==> config.mk <==
export PLATFORM = sky130hd
export DESIGN_NAME = fb_flush_arbiter
export DESIGN_NICKNAME = d
export VERILOG_FILES = /design/src/rtl/fb_pkg.sv /design/src/rtl/fb_sd_writer.sv /design/src/rtl/fb_flush_arbiter.sv
export SDC_FILE = /design/constraint.sdc
export NUM_CORES = 1
export LEC_CHECK = 0
export CAP_MARGIN = 10
export CORE_MARGIN = 5
export CORE_UTILIZATION = 30
export CTS_BUF_LIST = sky130_fd_sc_hd__clkbuf_16
export DETAILED_ROUTE_END_ITERATION = 16
export GPL_TIMING_DRIVEN = 0
export HOLD_SLACK_MARGIN = 0.02
export SETUP_SLACK_MARGIN = 0.02
export SLEW_MARGIN = 20
export SYNTH_ARGS = -nofsm -noshare
export SYNTH_HDL_FRONTEND = slang
export SYNTH_SLANG_ARGS = --single-unit
==> constraint.sdc <==
create_clock -name clk -period 2.8 [get_ports clk]
set_input_delay 0.56 -clock clk [delete_from_list [all_inputs] [get_ports clk]]
set_output_delay 0.56 -clock clk [all_outputs]
set_load 0.1 [all_outputs]
==> src/rtl/fb_pkg.sv <==
// -----------------------------------------------------------------------------
// fb_pkg
// Shared types and helpers for the frame-buffer flush arbiter.
//   fb_state_t     : arbiter FSM states
//   SD_WORD_BYTES  : byte stride between consecutive SDRAM words
//   WORD_CNT_W     : width of the SD word counter
//   pack_sd_word() : widens a 24-bit RGB pixel to a 32-bit SDRAM word
// -----------------------------------------------------------------------------
package fb_pkg;

    typedef enum logic [2:0] {
        IDLE    = 3'd0,
        FL_RD   = 3'd1,
        FL_WAIT = 3'd2,
        FL_WR   = 3'd3,
        FL_PAD  = 3'd4,
        DONE    = 3'd5
    } fb_state_t;

    localparam int SD_WORD_BYTES = 4;
    localparam int WORD_CNT_W    = 19;

    function automatic logic [31:0] pack_sd_word(input logic [23:0] rgb);
        return {8'h00, rgb};
    endfunction

endpackage

==> src/rtl/fb_sd_writer.sv <==
// -----------------------------------------------------------------------------
// fb_sd_writer
// Avalon-MM write master stage. A load pulse captures address/data and raises
// sd_write; the outputs stay frozen while the slave asserts sd_waitrequest.
// accept marks the cycle the slave takes the word. A load in the same cycle as
// an accept chains the next word without a bubble.
// Ports:
//   clk, n_rst          clock, asynchronous active-low reset
//   load                capture load_address/load_data and raise sd_write
//   load_address[25:0]  byte address of the word to send
//   load_data[31:0]     word to send
//   sd_waitrequest      slave stall
//   sd_write            Avalon write strobe
//   sd_address[25:0]    Avalon byte address (SD_BASE after reset)
//   sd_writedata[31:0]  Avalon write data
//   accept              transfer completes this cycle
// -----------------------------------------------------------------------------
module fb_sd_writer #(
    parameter logic [25:0] SD_BASE = 26'h0
) (
    input  logic        clk,
    input  logic        n_rst,
    input  logic        load,
    input  logic [25:0] load_address,
    input  logic [31:0] load_data,
    input  logic        sd_waitrequest,
    output logic        sd_write,
    output logic [25:0] sd_address,
    output logic [31:0] sd_writedata,
    output logic        accept
);

    assign accept = sd_write & ~sd_waitrequest;

    always_ff @(posedge clk or negedge n_rst) begin
        if (!n_rst) begin
            sd_write     <= 1'b0;
            sd_address   <= SD_BASE;
            sd_writedata <= 32'h0;
        end else if (load) begin
            sd_write     <= 1'b1;
            sd_address   <= load_address;
            sd_writedata <= load_data;
        end else if (accept) begin
            sd_write     <= 1'b0;
        end
    end

endmodule

==> src/rtl/fb_flush_arbiter.sv <==
// -----------------------------------------------------------------------------
// fb_flush_arbiter
// Owns the single M9 frame-buffer RAM port. In IDLE the alpha blender gets the
// port (write beats read). On frame_ready the RAM is handed to the flush
// engine, which streams NUM_PIXELS pixels to SDRAM as {8'h00, rgb}, pads with
// black words up to FRAME_WORDS, pulses flush_done and returns to IDLE.
// Optional feature: define FB_STALL_CNT_EN to add stall_cnt[31:0], a saturating
// count of SDRAM stall cycles plus blender requests refused during a flush.
// Ports:
//   clk, n_rst                     clock, asynchronous active-low reset
//   bl_wr_req/bl_rd_req            blender requests
//   bl_addr, bl_wdata              blender address / write pixel
//   bl_gnt                         request accepted this cycle (combinational)
//   bl_rdata, bl_rvalid            read pixel, one cycle after read grant
//   frame_ready                    start a flush (sampled in IDLE)
//   m9_we, m9_waddr, m9_wdata      M9 write port
//   m9_raddr, m9_rdata             M9 read port, 1-cycle registered latency
//   sd_write, sd_address,
//   sd_writedata, sd_waitrequest   Avalon-MM write master
//   flush_busy                     flush in progress (FL_RD .. DONE)
//   flush_done                     single-cycle pulse after the last word
//   stall_cnt                      only with FB_STALL_CNT_EN
// -----------------------------------------------------------------------------
module fb_flush_arbiter
    import fb_pkg::*;
#(
    parameter int          ADDR_W      = 17,
    parameter int          NUM_PIXELS  = 76800,
    parameter int          FRAME_WORDS = 307200,
    parameter logic [25:0] SD_BASE     = 26'h0
) (
    input  logic              clk,
    input  logic              n_rst,
    input  logic              bl_wr_req,
    input  logic              bl_rd_req,
    input  logic [ADDR_W-1:0] bl_addr,
    input  logic [23:0]       bl_wdata,
    output logic              bl_gnt,
    output logic [23:0]       bl_rdata,
    output logic              bl_rvalid,
    input  logic              frame_ready,
    output logic              m9_we,
    output logic [ADDR_W-1:0] m9_waddr,
    output logic [ADDR_W-1:0] m9_raddr,
    output logic [23:0]       m9_wdata,
    input  logic [23:0]       m9_rdata,
    output logic              sd_write,
    output logic [25:0]       sd_address,
    output logic [31:0]       sd_writedata,
    input  logic              sd_waitrequest,
    output logic              flush_busy,
    output logic              flush_done
`ifdef FB_STALL_CNT_EN
    ,
    output logic [31:0]       stall_cnt
`endif
);

    // Padding phase exists only when the frame is larger than the pixel store.
    localparam bit PAD_EN = (FRAME_WORDS > NUM_PIXELS);

    fb_state_t             state_reg;
    logic [ADDR_W-1:0]     pix_cnt_reg;
    logic [WORD_CNT_W-1:0] word_cnt_reg;
    logic                  flush_busy_reg;
    logic                  flush_done_reg;
    logic                  rvalid_reg;

    logic                  idle;
    logic                  bl_req;
    logic                  rd_gnt;
    logic                  last_pix;
    logic                  last_word;
    logic                  accept;
    logic                  load;
    logic [WORD_CNT_W-1:0] load_word;
    logic [25:0]           load_address;
    logic [31:0]           load_data;

    // ---------------------------------------------------------------- blender
    assign idle   = (state_reg == IDLE);
    assign bl_req = bl_wr_req | bl_rd_req;
    assign bl_gnt = bl_req & idle;
    // A simultaneous read loses to the write and simply stays requested.
    assign rd_gnt = bl_rd_req & ~bl_wr_req & idle;

    assign m9_we    = bl_wr_req & idle;
    assign m9_waddr = m9_we ? bl_addr : '0;
    assign m9_wdata = m9_we ? bl_wdata : 24'h0;
    // Outside IDLE the read port belongs to the flush engine.
    assign m9_raddr = idle ? (rd_gnt ? bl_addr : '0) : pix_cnt_reg;

    assign bl_rvalid  = rvalid_reg;
    assign bl_rdata   = rvalid_reg ? m9_rdata : 24'h0;
    assign flush_busy = flush_busy_reg;
    assign flush_done = flush_done_reg;

    // ------------------------------------------------------------ flush path
    assign last_pix  = (pix_cnt_reg  == ADDR_W'(NUM_PIXELS - 1));
    assign last_word = (word_cnt_reg == WORD_CNT_W'(FRAME_WORDS - 1));

    // New SD words are loaded when the pixel has arrived from M9 (end of
    // FL_WAIT), and back-to-back on every accept that is followed by a pad
    // word, so sd_write never drops inside the padding run.
    always_comb begin
        load = 1'b0;
        case (state_reg)
            FL_WAIT: load = 1'b1;
            FL_WR:   load = accept & last_pix & PAD_EN;
            FL_PAD:  load = accept & ~last_word;
            default: load = 1'b0;
        endcase
    end

    // In FL_WAIT the word counter already indexes the word being loaded; on a
    // chained load it has not yet been bumped for the word just accepted.
    assign load_word    = (state_reg == FL_WAIT) ? word_cnt_reg : word_cnt_reg + 1'b1;
    assign load_address = SD_BASE + 26'(load_word) * 26'(SD_WORD_BYTES);
    assign load_data    = (state_reg == FL_WAIT) ? pack_sd_word(m9_rdata) : 32'h0;

    fb_sd_writer #(
        .SD_BASE (SD_BASE)
    ) u_sd_writer (
        .clk            (clk),
        .n_rst          (n_rst),
        .load           (load),
        .load_address   (load_address),
        .load_data      (load_data),
        .sd_waitrequest (sd_waitrequest),
        .sd_write       (sd_write),
        .sd_address     (sd_address),
        .sd_writedata   (sd_writedata),
        .accept         (accept)
    );

    // ------------------------------------------------------------------- FSM
    always_ff @(posedge clk or negedge n_rst) begin
        if (!n_rst) begin
            state_reg      <= IDLE;
            pix_cnt_reg    <= '0;
            word_cnt_reg   <= '0;
            flush_busy_reg <= 1'b0;
            flush_done_reg <= 1'b0;
            rvalid_reg     <= 1'b0;
        end else begin
            flush_done_reg <= 1'b0;
            rvalid_reg     <= rd_gnt;
            case (state_reg)
                IDLE: begin
                    if (frame_ready) begin
                        state_reg      <= FL_RD;
                        flush_busy_reg <= 1'b1;
                    end
                end
                FL_RD:   state_reg <= FL_WAIT;
                FL_WAIT: state_reg <= FL_WR;
                FL_WR: begin
                    if (accept) begin
                        pix_cnt_reg  <= pix_cnt_reg + 1'b1;
                        word_cnt_reg <= word_cnt_reg + 1'b1;
                        if (!last_pix) begin
                            state_reg <= FL_RD;
                        end else if (PAD_EN) begin
                            state_reg <= FL_PAD;
                        end else begin
                            state_reg      <= DONE;
                            flush_done_reg <= 1'b1;
                        end
                    end
                end
                FL_PAD: begin
                    if (accept) begin
                        word_cnt_reg <= word_cnt_reg + 1'b1;
                        if (last_word) begin
                            state_reg      <= DONE;
                            flush_done_reg <= 1'b1;
                        end
                    end
                end
                DONE: begin
                    state_reg      <= IDLE;
                    flush_busy_reg <= 1'b0;
                    pix_cnt_reg    <= '0;
                    word_cnt_reg   <= '0;
                end
                default: state_reg <= IDLE;
            endcase
        end
    end

`ifdef FB_STALL_CNT_EN
    // Both stall sources can hit in one cycle, so the increment is 0..2.
    logic [1:0]  stall_inc;
    logic [32:0] stall_sum;

    assign stall_inc = {1'b0, sd_write & sd_waitrequest} + {1'b0, bl_req & ~idle};
    assign stall_sum = {1'b0, stall_cnt} + 33'(stall_inc);

    always_ff @(posedge clk or negedge n_rst) begin
        if (!n_rst) begin
            stall_cnt <= 32'h0;
        end else begin
            stall_cnt <= stall_sum[32] ? 32'hFFFF_FFFF : stall_sum[31:0];
        end
    end
`endif

endmodule
==> flow_metrics.env <==
export IMPL_cp_end_kind="output pin"
export IMPL_die_h_um=140.0
export IMPL_crit_fanout=10
export IMPL_diodes=0
export IMPL_relSlewSlack_pct=31.25
export IMPL_finalInstanceArea_um2=7680
export IMPL_synthFlopType="dfrtp_1"
export IMPL_ys_seq_area_share_pct=42.42
export IMPL_switchingPower_mw=3.954
export IMPL_power_density_nw_per_um2=939.1
export IMPL_ant_nets=0
export IMPL_route_detailed_drc=0
export IMPL_synth_cells=591
export IMPL_die_w_um=140.0
export IMPL_dpl_hpwl_um=13770
export IMPL_cts_root_buf="clkbuf_16"
export IMPL_layout_commonest_cell="clkdlybuf4s50_1"
export IMPL_grt_pass1_wl_um=28800
export IMPL_path_cells="or3_4 -> nor2_2 -> clkbuf_2 -> and2_2 -> buf_4"
export IMPL_worst_pin_slew_ns=1.028
export IMPL_dpl_instance_area_um2=7463
export IMPL_dieArea_um2=19610
export IMPL_fmax_mhz=372.6
export IMPL_leakagePower_nw=3.430
export IMPL_antenna_found_initial=0
export IMPL_clock_sinks=86
export IMPL_gr_total_overflow=0
export IMPL_power_internal_mw=3.258
export IMPL_io_buffers=201
export IMPL_routed_via_density=4.949
export IMPL_setup_worst_path_start_class="register"
export IMPL_p_seq_share_pct=25.8
export IMPL_outcome="finished, final reports clean"
export IMPL_synth_edf_count=0
export IMPL_ys_ff_latch=86
export IMPL_cts_tree="built"
export IMPL_final_layout_size_suffix_gt1_share_pct=21.48
export IMPL_fin_crit_sh_pct=95.84
export IMPL_synth_area_per_cell_um2=8.585
export IMPL_comb_power_share_pct=57.8
export IMPL_synth_area_um2=5074
export IMPL_fin_crit_ns=2.684
export IMPL_insertion_delay_ns=0.34
export IMPL_largest_reg_flops=24
export IMPL_final_cell_mix="clkdlybuf4s50_1, dfrtp_1, nand2_1, and2_1, buf_4"
export IMPL_fin_nets=892
export IMPL_numCtsBuffers=9
export IMPL_ir_worst_vdd_mv=0.7627
export IMPL_grt_usage_pct=18.01
export IMPL_drv_cap=0
export IMPL_clk_path_buf_depth=2
export IMPL_core_um2=16580
export IMPL_cpMaxStageDelayCell="dfrtp_2"
export IMPL_grt_setup_unrepaired="true"
export IMPL_timing_setup_tns_ns=0
export IMPL_synth_async_reset_ratio_pct=100.0
export IMPL_switching_share_pct=54.83
export IMPL_ios=217
export IMPL_critPathRequiredTime_ns=2.24
export IMPL_ys_types=56
export IMPL_crit_arrival_ns=2.12
export IMPL_cts_htree_levels=3
export IMPL_area_growth_pct=51.37
export IMPL_clkPwrFrac_pct=16.4
export IMPL_first_pass_iters=6
export IMPL_row_count=47
export IMPL_wire_per_inst_um=17.33
export IMPL_setup_worst_path_start="state_reg[1]"
export IMPL_cpPeakStageDelay_ns=0.45
export IMPL_synth_warnings=0
export IMPL_ctsHoldBuffers=0
export IMPL_path_clk_slew_ns=0.06
export IMPL_reg2reg_from="word_cnt_reg[0]"
export IMPL_route_vias_total=5167
export IMPL_grt_max_degree=56
export IMPL_wirelength_um=18090
export IMPL_drt_initial_drc_count=324
export IMPL_place_gp_congestion=0.8436
export IMPL_slew_violations=0
export IMPL_grt_pass1_vias=5278
export IMPL_crit_type="reg -> out"
export IMPL_hold_slack_ns=0.1745
export IMPL_start_util_pct=30.59
export IMPL_hold_class="in -> async"
export IMPL_fin_skew_ns=0.008923
export IMPL_hold_violations=0
export IMPL_setup_viol=0
path summary, 6_finish.rpt:
kind | end | slack (ns) | cells past startpoint
max in group asynchronous | state_reg[0] | 1.98 | 2
min | u_sd_writer.sd_address[18] | 0.17 | 1
max reg2reg | u_sd_writer.sd_address[15] | 0.17 | 9
min in group clk | u_sd_writer.sd_address[8] | 0.51 | 1
max | m9_wdata[16] | 0.12 | 5
min reg2reg | u_sd_writer.sd_address[8] | 0.51 | 1
area by class of cell:
class | instances | area [um2]
Tap cell | 220 | 275.3
Inverter | 7 | 26.28
Clock inverter | 7 | 65.06
Fill cell | 1644 | 8904
Timing Repair Buffer | 205 | 1916
Multi-Input combinational cell | 459 | 2731
Sequential cell | 86 | 2156
Buffer | 51 | 285.3
Clock buffer | 9 | 225.2
synth_stat cells (2+ instances only):
cell type,count,area share [%]
buf_2,3,0.30
nor2_1,44,3.3
buf_6,2,0.44
o221a_2,2,0.44
xor2_1,10,1.7
a22o_1,17,2.9
nor3_1,17,1.7
and2_1,74,9.1
o31ai_1,11,1.6
and4_1,2,0.35
o21ai_1,24,2.4
a211oi_1,4,0.59
o21ai_0,39,3.8
buf_4,15,2.2
o21bai_1,3,0.44
ha_1,2,0.49
xnor2_1,4,0.69
clkbuf_1,32,2.4
and3_1,15,1.8
or3_1,3,0.37
a21oi_1,23,2.3
nand4_1,6,0.74
dfrtp_1,86,42
nor2b_1,2,0.25
nor4_1,4,0.49
nand3_1,19,1.9
a311oi_2,9,2.7
nand2_1,80,5.9
nor3_2,4,0.79
a21o_1,3,0.44
inv_1,7,0.52
power by group through the flow:
| stage | Combinational [mW] | Clock, mW | Sequential [mW] |
|---|---|---|---|
| floorplan | 0.915 | 0 | 4.06 |
| detailed placement | 4.19 | 0 | 1.88 |
| global placement | 4.16 | 0 | 1.87 |
| finish | 4.17 | 1.19 | 1.86 |
| global route | 4.34 | 1.25 | 1.91 |
| CTS | 4.18 | 1.20 | 1.87 |
layer usage:
metal  vias to the layer above  GRT usage, %  wire length (um)
met2                       186         29.22              8537
met4                         0         7.394               442
met1                      2452         23.68              7948
li1                       2497             -                 -
met3                        32         3.408              1160
met5                         -             0                 0
critical path, delay by kind of cell, from the launching register on:
family	cells	cell delay [ns]
flip-flops	1	0.45
buffers and inverters	2	0.53
AND/OR/NAND/NOR	3	0.80
through the flow:
step,total power [mW],setup WS (ns),cells,util [%]
detailed placement,6.072,-1.097,1027,45.01
global route,7.496,0.01362,1044,46.31
CTS,7.247,0.02231,1043,46.36
global placement,6.030,-2.032,1026,44.85
finish,7.212,0.1164,1044,46.31
floorplan,4.980,-0.3102,605,-
logic make-up (layout without fill, tap and decap cells):
| kind of cell | Yosys count | after routing | synth area share, % |
|---|---|---|---|
| simple gates | 281 | 281 | 29.03 |
| other cells | 1 | 15 | 0.07391 |
| fa+ha+maj | 2 | 2 | 0.4931 |
| buf+inv | 60 | 279 | 5.919 |
| xor+xnor | 14 | 14 | 2.417 |
| compound gates | 147 | 147 | 19.66 |
| flops | 86 | 86 | 42.42 |
repair_timing:
action / in CTS / in global routing
pin swaps: 2 / 0
buffers inserted: 2 / 1
gates resized for setup: 425 / 34
endpoints found under the setup margin: 104 / 108
(Power assumes the default switching activity.)
